File: src/rtl/ldst_data_port.sv
// Load/store front-end: latches one execute-stage memory operation, issues it to
// the data cache, and returns a one-cycle formatted writeback result.
module ldst_data_port #(
    parameter bit P_ALIGN_CHECK     = 1'b1,
    parameter bit P_STORE_REPLICATE = 1'b1
) (
    input  logic        iCLOCK,
    input  logic        iRESET,
    input  logic        iREMOVE,
    input  logic        iEXE_REQ,
    output logic        oEXE_BUSY,
    input  logic        iEXE_RW,
    input  logic [1:0]  iEXE_ORDER,
    input  logic        iEXE_SIGNED,
    input  logic [13:0] iEXE_TID,
    input  logic [1:0]  iEXE_MMUMOD,
    input  logic [31:0] iEXE_PDT,
    input  logic [31:0] iEXE_ADDR,
    input  logic [31:0] iEXE_DATA,
    input  logic [4:0]  iEXE_DEST,
    output logic        oLDST_REQ,
    input  logic        iLDST_BUSY,
    output logic [1:0]  oLDST_ORDER,
    output logic        oLDST_RW,
    output logic [31:0] oLDST_TID,
    output logic [1:0]  oLDST_MMUMOD,
    output logic [31:0] oLDST_PDT,
    output logic [31:0] oLDST_ADDR,
    output logic [31:0] oLDST_DATA,
    input  logic        iLDST_VALID,
    input  logic        iLDST_PAGEFAULT,
    input  logic [13:0] iLDST_MMU_FLAGS,
    input  logic [31:0] iLDST_DATA,
    output logic        oWB_VALID,
    output logic        oWB_RW,
    output logic [4:0]  oWB_DEST,
    output logic [1:0]  oWB_FAULT,
    output logic [13:0] oWB_MMU_FLAGS,
    output logic [31:0] oWB_DATA,
    output logic [2:0]  dbg_state
);
    // Handshakes: an exe op is taken when iEXE_REQ && !oEXE_BUSY && !iREMOVE;
    // a cache request is taken when oLDST_REQ && !iLDST_BUSY; iLDST_VALID and
    // oWB_VALID are single-cycle pulses with no back-pressure.
    typedef enum logic [2:0] {
        S_IDLE  = 3'd0,
        S_ISSUE = 3'd1,
        S_WAIT  = 3'd2,
        S_DRAIN = 3'd3,
        S_RESP  = 3'd4
    } state_t;

    state_t state, state_next;

    logic        r_rw;
    logic [1:0]  r_order;
    logic        r_signed;
    logic [13:0] r_tid;
    logic [1:0]  r_mmumod;
    logic [31:0] r_pdt;
    logic [31:0] r_addr;
    logic [31:0] r_sdata;
    logic [4:0]  r_dest;

    logic [1:0]  res_fault;
    logic [13:0] res_flags;
    logic [31:0] res_data;

    logic        wb_rw_q;
    logic [4:0]  wb_dest_q;
    logic [1:0]  wb_fault_q;
    logic [13:0] wb_flags_q;
    logic [31:0] wb_data_q;

    logic        accept;
    logic        misaligned;
    logic        resp_take;
    logic [31:0] store_fmt;
    logic [31:0] load_fmt;
    logic [7:0]  load_byte;
    logic [15:0] load_half;

    always_comb begin
        misaligned = 1'b0;
        if (iEXE_ORDER == 2'd3) begin
            misaligned = 1'b1;
        end else if (P_ALIGN_CHECK) begin
            if (iEXE_ORDER == 2'd1 && iEXE_ADDR[0])
                misaligned = 1'b1;
            if (iEXE_ORDER == 2'd2 && iEXE_ADDR[1:0] != 2'b00)
                misaligned = 1'b1;
        end
    end

    always_comb begin
        store_fmt = iEXE_DATA;
        if (iEXE_ORDER == 2'd0) begin
            if (P_STORE_REPLICATE) begin
                store_fmt = {4{iEXE_DATA[7:0]}};
            end else begin
                case (iEXE_ADDR[1:0])
                    2'd0:    store_fmt = {24'h0, iEXE_DATA[7:0]};
                    2'd1:    store_fmt = {16'h0, iEXE_DATA[7:0], 8'h0};
                    2'd2:    store_fmt = {8'h0, iEXE_DATA[7:0], 16'h0};
                    default: store_fmt = {iEXE_DATA[7:0], 24'h0};
                endcase
            end
        end else if (iEXE_ORDER == 2'd1) begin
            if (P_STORE_REPLICATE)
                store_fmt = {2{iEXE_DATA[15:0]}};
            else if (iEXE_ADDR[1])
                store_fmt = {iEXE_DATA[15:0], 16'h0};
            else
                store_fmt = {16'h0, iEXE_DATA[15:0]};
        end
    end

    // Load extraction uses the latched address; half loads look only at bit 1.
    always_comb begin
        case (r_addr[1:0])
            2'd0:    load_byte = iLDST_DATA[7:0];
            2'd1:    load_byte = iLDST_DATA[15:8];
            2'd2:    load_byte = iLDST_DATA[23:16];
            default: load_byte = iLDST_DATA[31:24];
        endcase
        load_half = r_addr[1] ? iLDST_DATA[31:16] : iLDST_DATA[15:0];
        case (r_order)
            2'd0:    load_fmt = {{24{r_signed & load_byte[7]}}, load_byte};
            2'd1:    load_fmt = {{16{r_signed & load_half[15]}}, load_half};
            default: load_fmt = iLDST_DATA;
        endcase
    end

    always_comb begin
        state_next = state;
        oEXE_BUSY  = (state != S_IDLE);
        oLDST_REQ  = 1'b0;
        oWB_VALID  = 1'b0;
        accept     = 1'b0;
        resp_take  = 1'b0;
        case (state)
            S_IDLE: begin
                if (iEXE_REQ && !iREMOVE) begin
                    accept     = 1'b1;
                    state_next = misaligned ? S_RESP : S_ISSUE;
                end
            end
            S_ISSUE: begin
                oLDST_REQ = 1'b1;
                if (iREMOVE)
                    state_next = S_IDLE;
                else if (!iLDST_BUSY)
                    state_next = S_WAIT;
            end
            S_WAIT: begin
                if (iLDST_VALID) begin
                    resp_take  = !iREMOVE;
                    state_next = iREMOVE ? S_IDLE : S_RESP;
                end else if (iREMOVE) begin
                    state_next = S_DRAIN;
                end
            end
            S_DRAIN: begin
                if (iLDST_VALID)
                    state_next = S_IDLE;
            end
            S_RESP: begin
                oWB_VALID  = !iREMOVE;
                state_next = S_IDLE;
            end
            default: state_next = S_IDLE;
        endcase
    end

    always_ff @(posedge iCLOCK or posedge iRESET) begin
        if (iRESET)
            state <= S_IDLE;
        else
            state <= state_next;
    end

    always_ff @(posedge iCLOCK or posedge iRESET) begin
        if (iRESET) begin
            r_rw     <= 1'b0;
            r_order  <= 2'd0;
            r_signed <= 1'b0;
            r_tid    <= 14'h0;
            r_mmumod <= 2'd0;
            r_pdt    <= 32'h0;
            r_addr   <= 32'h0;
            r_sdata  <= 32'h0;
            r_dest   <= 5'd0;
        end else if (accept) begin
            r_rw     <= iEXE_RW;
            r_order  <= iEXE_ORDER;
            r_signed <= iEXE_SIGNED;
            r_tid    <= iEXE_TID;
            r_mmumod <= iEXE_MMUMOD;
            r_pdt    <= iEXE_PDT;
            r_addr   <= iEXE_ADDR;
            r_sdata  <= store_fmt;
            r_dest   <= iEXE_DEST;
        end
    end

    always_ff @(posedge iCLOCK or posedge iRESET) begin
        if (iRESET) begin
            res_fault <= 2'b00;
            res_flags <= 14'h0;
            res_data  <= 32'h0;
        end else if (accept && misaligned) begin
            res_fault <= 2'b10;
            res_flags <= 14'h0;
            res_data  <= 32'h0;
        end else if (resp_take) begin
            res_fault <= iLDST_PAGEFAULT ? 2'b01 : 2'b00;
            res_flags <= iLDST_MMU_FLAGS;
            res_data  <= (iLDST_PAGEFAULT || !r_rw) ? 32'h0 : load_fmt;
        end
    end

    // Visible writeback fields only change on a delivered pulse, so a flushed
    // RESP leaves the previous result on the bus.
    always_ff @(posedge iCLOCK or posedge iRESET) begin
        if (iRESET) begin
            wb_rw_q    <= 1'b0;
            wb_dest_q  <= 5'd0;
            wb_fault_q <= 2'b00;
            wb_flags_q <= 14'h0;
            wb_data_q  <= 32'h0;
        end else if (oWB_VALID) begin
            wb_rw_q    <= r_rw;
            wb_dest_q  <= r_dest;
            wb_fault_q <= res_fault;
            wb_flags_q <= res_flags;
            wb_data_q  <= res_data;
        end
    end

    assign oWB_RW        = oWB_VALID ? r_rw      : wb_rw_q;
    assign oWB_DEST      = oWB_VALID ? r_dest    : wb_dest_q;
    assign oWB_FAULT     = oWB_VALID ? res_fault : wb_fault_q;
    assign oWB_MMU_FLAGS = oWB_VALID ? res_flags : wb_flags_q;
    assign oWB_DATA      = oWB_VALID ? res_data  : wb_data_q;

    assign oLDST_ORDER  = r_order;
    assign oLDST_RW     = r_rw;
    assign oLDST_TID    = {18'h0, r_tid};
    assign oLDST_MMUMOD = r_mmumod;
    assign oLDST_PDT    = r_pdt;
    assign oLDST_ADDR   = r_addr;
    assign oLDST_DATA   = r_sdata;
    assign dbg_state    = state;

endmodule

File: config.mk
export PLATFORM = sky130hd
export DESIGN_NAME = ldst_data_port
export DESIGN_NICKNAME = d
export VERILOG_FILES = /design/src/rtl/ldst_data_port.sv
export SDC_FILE = /design/constraint.sdc
export NUM_CORES = 1
export LEC_CHECK = 0
export ABC_CLOCK_PERIOD_IN_PS = 6300
export CELL_PAD_IN_SITES_DETAIL_PLACEMENT = 0
export CELL_PAD_IN_SITES_GLOBAL_PLACEMENT = 2
export CORE_ASPECT_RATIO = 2
export CORE_MARGIN = 1
export CORE_UTILIZATION = 24
export DETAILED_ROUTE_END_ITERATION = 16
export GPL_TIMING_DRIVEN = 1
export HOLD_SLACK_MARGIN = 0.12
export PLACE_DENSITY = 0.88
export SLEW_MARGIN = 5
export SYNTH_ARGS = -nofsm -noshare
export SYNTH_HDL_FRONTEND = slang
export SYNTH_SLANG_ARGS = --single-unit
export TNS_END_PERCENT = 5
File: constraint.sdc
create_clock -name iCLOCK -period 6.3 [get_ports iCLOCK]
set_clock_uncertainty 0.05 [all_clocks]
set_input_delay 0.63 -clock iCLOCK [delete_from_list [all_inputs] [get_ports iCLOCK]]
set_output_delay 0.63 -clock iCLOCK [all_outputs]
set_load 0.03 [all_outputs]
==> summary.txt <==
Status
  – Status: finished clean

STA
  – Pin slew with the least headroom to its limit: 1.22 ns
  – Final hold vios: 0
  – Final setup vio count: 0
  – Min Tclk post-route: 4.37 ns
  – Final Max Slew Viols: 0
  – F_max: 0.229 GHz
  – Slew HR: 18.1%
  – Tcrit/Tclk final: 69.4%
  – RSZ-0062 raised after global routing: false
  – Setup TNS: 0 ns

Routing
  – TritonRoute pass-1 iters: 6
  – 1st-iter DRT viols: 403
  – Vias: 7,727
  – Drt wl/cell: 18.3 um
  – WL final: 32,200 um
  – Vias per inst: 4.38
  – Post-route ant nets: 0
  – Residual DRC: 0

Finish
  – Fraction of layout cells with a size suffix above 1: 11.5%
  – Nets: 1,392
  – Layout area overhead: 49.7%
  – Fin util: 36.3%
  – Multi-input logic area: 0.00355 mm2
  – Register area: 0.00566 mm2
  – Filler Cells Inserted: 3,920

Power and ir drop
  – Power density over the cells: 478 mW/mm2
  – Leakage power: 6.48 nW
  – Worst IR drop on VDD: 0.000319 V
  – Total power draw: 0.00683 W

Floorplan
  – Initial Util: 24.3%
  – Die height: 284 um
  – Core area: 0.0393 mm2
  – Die ar.: 0.0406 mm2
  – Die width: 143 um
  – Row count: 103
  – Top Ports: 367

Critical path
  – RR Startpoint: dbg_state[2]$_DFFE_PP0P_
  – RR Endpoint: res_flags[2]$_DFFE_PP0P_
  – Kind of end point of the critical path: output pin
  – Top delay family on crit path: buffers and inverters
  – CP Data Required Time: 5.62 ns
  – CP Launch Type: primary input
  – Reg2reg setup slack: 3.39 ns
  – Slowest cell on the critical path: and3_2
  – CP peak stage delay: 0.66 ns
  – Crit-path max FO: 31
  – Depth of the worst register-to-register path: 4
  – Cell mode on critical path: clkdlybuf4s50_1
  – WP buf/inv: 3
  – CP Cell Sequence: clkdlybuf4s50_1 -> nor2_1 -> and3_2 -> buf_4 -> mux2_2 -> clkdlybuf4s50_1
  – Worst Path Arrival: 3.69 ns
  – CP Class: primary input to output pin

Min path
  – Hold Path Depth: 1
  – Hold endpoint: res_fault[1]$_DFFE_PP0P_
  – Hold Crit Start: res_fault[1]$_DFFE_PP0P_
  – Hold Path Class: flop to flop

Clock network
  – Latest clock arrival within the worst-skew pair: 0.53 ns
  – CTS sink cnt: 226
  – Clk root buf: clkbuf_16
  – Post-CTS sizing: 0
  – Hold-fix buffers, CTS: 0
  – Htree depth: 1
  – Clock transition at the registers of the reported paths: 0.06 ns
  – CTS tree: built
  – Max Root-Sink Buffers: 3
  – CTS Buf Count: 24
  – Setup bufs post-CTS: 0

Global routing
  – Largest net degree at the start of global routing: 111
  – Total gr overflow: 0
  – Initial antenna violation count: 2
  – Vias in the first global route: 8,101
  – Gr usage total: 16.0%
  – First-pass GRT wire length: 49,200 um

Placed design
  – Post-DP HPWL: 23,200 um
  – PortBufs: 348
  – GP Congestion: 0.810

Logic synthesis
  – Synth Register Bits: 226
  – Post-synth top flop: dfrtp_1
  – Post-synth top cells: nand2_1 (310), dfrtp_1 (226), mux2_2 (73)
  – Yosys warns: 0
  – Post-synth EDFFs: 0
  – Post-synthesis cell type count: 49
  – Post-Synthesis Cells: 892
  – Synth Cell Area: 0.00954 mm2
  – Post-Syn Area per Cell: 10.7 um2
  – Async S/R FF share, synth: 100%
  – Synth top area cells: dfrtp_1 (59%), nand2_1 (12%), mux2_2 (8.6%), mux2i_1 (3.6%), o21ai_0 (2.1%)
  – Sequential element share of the synthesized area: 59.3%
  – Top-count cell post-synth: nand2_1
  – Synth top area share: 59.3%
  – Yosys top cell by area: dfrtp_1

Run
  – MaxCap Viol Count: 0
through the flow:
stage | std cells | setup slack [ns] | instance area, um2 | hold WS (ns)
after floorplan | 909 | 2.67 | 9610 | 0.390
after CTS | 1761 | 1.89 | 14300 | 0.426
after detailed placement | 1717 | 1.91 | 13400 | 0.411
after global placement | 1717 | 1.98 | 13400 | 0.406
final | 1763 | 1.93 | 14300 | 0.422
after global routing | 1763 | 1.76 | 14300 | 0.447
how the worst max path moves through the flow:
stage                     depth (start not counted)    start                       end
final                                             6  iREMOVE              oWB_DATA[13]
after global routing                              6  iREMOVE              oWB_DATA[13]
after CTS                                         6  iREMOVE              oWB_DATA[13]
after detailed placement                          6  iREMOVE              oWB_DATA[13]
after global placement                            6  iREMOVE               oWB_DATA[8]
after floorplan                                   1   iRESET  dbg_state[0]$_DFFE_PP0P_
registers in the layout, indices dropped and copies added, names as in the netlist, 2 cells and up:
signal,flops
res_data,32
wb_fault_q,2
r_dest,5
res_flags,14
oLDST_ORDER,2
oLDST_ADDR,32
res_fault,2
wb_flags_q,14
oLDST_MMUMOD,2
r_tid,14
wb_data_q,32
wb_dest_q,5
oLDST_PDT,32
dbg_state,3
oLDST_DATA,32
per-layer routing:
metal,share of wire (%),up-vias,global-route usage [%]
met5,0,-,0
met4,4.5,0,7.77
met3,6.5,60,3.24
met2,53,310,29.6
met1,36,3740,16.7
li1,-,3617,-
power by group:
part	switching, W	total [W]	internal [W]
clock network	0.000633	0.00153	0.000897
logic	0.00177	0.00300	0.00123
registers	0.000339	0.00230	0.00196
logic make-up after synthesis:
group	Yosys count	share of synthesized area [%]
AO/OA/AOI/OAI	123	9.02
buffers and inverters	80	4.46
flip-flops	226	59.3
multiplexers	107	12.2
other	1	0.0393
AND/OR/NAND/NOR	355	15.0
worst register-to-register path, stage by stage, from the launching register on:
cell and delay, ns:
dfrtp_1 0.49, nor2_1 0.31, nand3_4 0.60, nor2_1 1.18
a21oi_1 0.11
layout by cell type, fill, tap and decap left out, drive strengths merged, types with 2 or more instances in the layout:
master	Yosys	routed
a211oi	7	7
a21oi	24	24
a221o	17	17
a222oi	6	6
a22o	7	7
a31oi	2	2
and3	2	2
buf	45	8
bufinv	0	4
clkbuf	28	29
clkdlybuf4s50	0	348
clkinv	0	9
conb	1	18
dfrtp	226	226
diode	0	2
inv	7	8
mux2	73	73
mux2i	34	34
nand2	310	310
nand2b	3	3
nand3	2	2
nor2	15	15
nor2b	7	7
nor3	4	4
o21a	2	2
o21ai	40	40
o22ai	2	2
o2bb2ai	8	8
or3	4	4
or4	2	2
cell type report:
cell class	instances	share of cell area (%)
Inverter	7	0.210
Tap cell	525	4.60
Clock inverter	15	1.35
Multi-Input combinational cell	603	24.8
Antenna cell	2	0.0350
Sequential cell	226	39.6
Timing Repair Buffer	356	24.9
Clock buffer	29	4.48
Power figures use the tool's default switching activity.
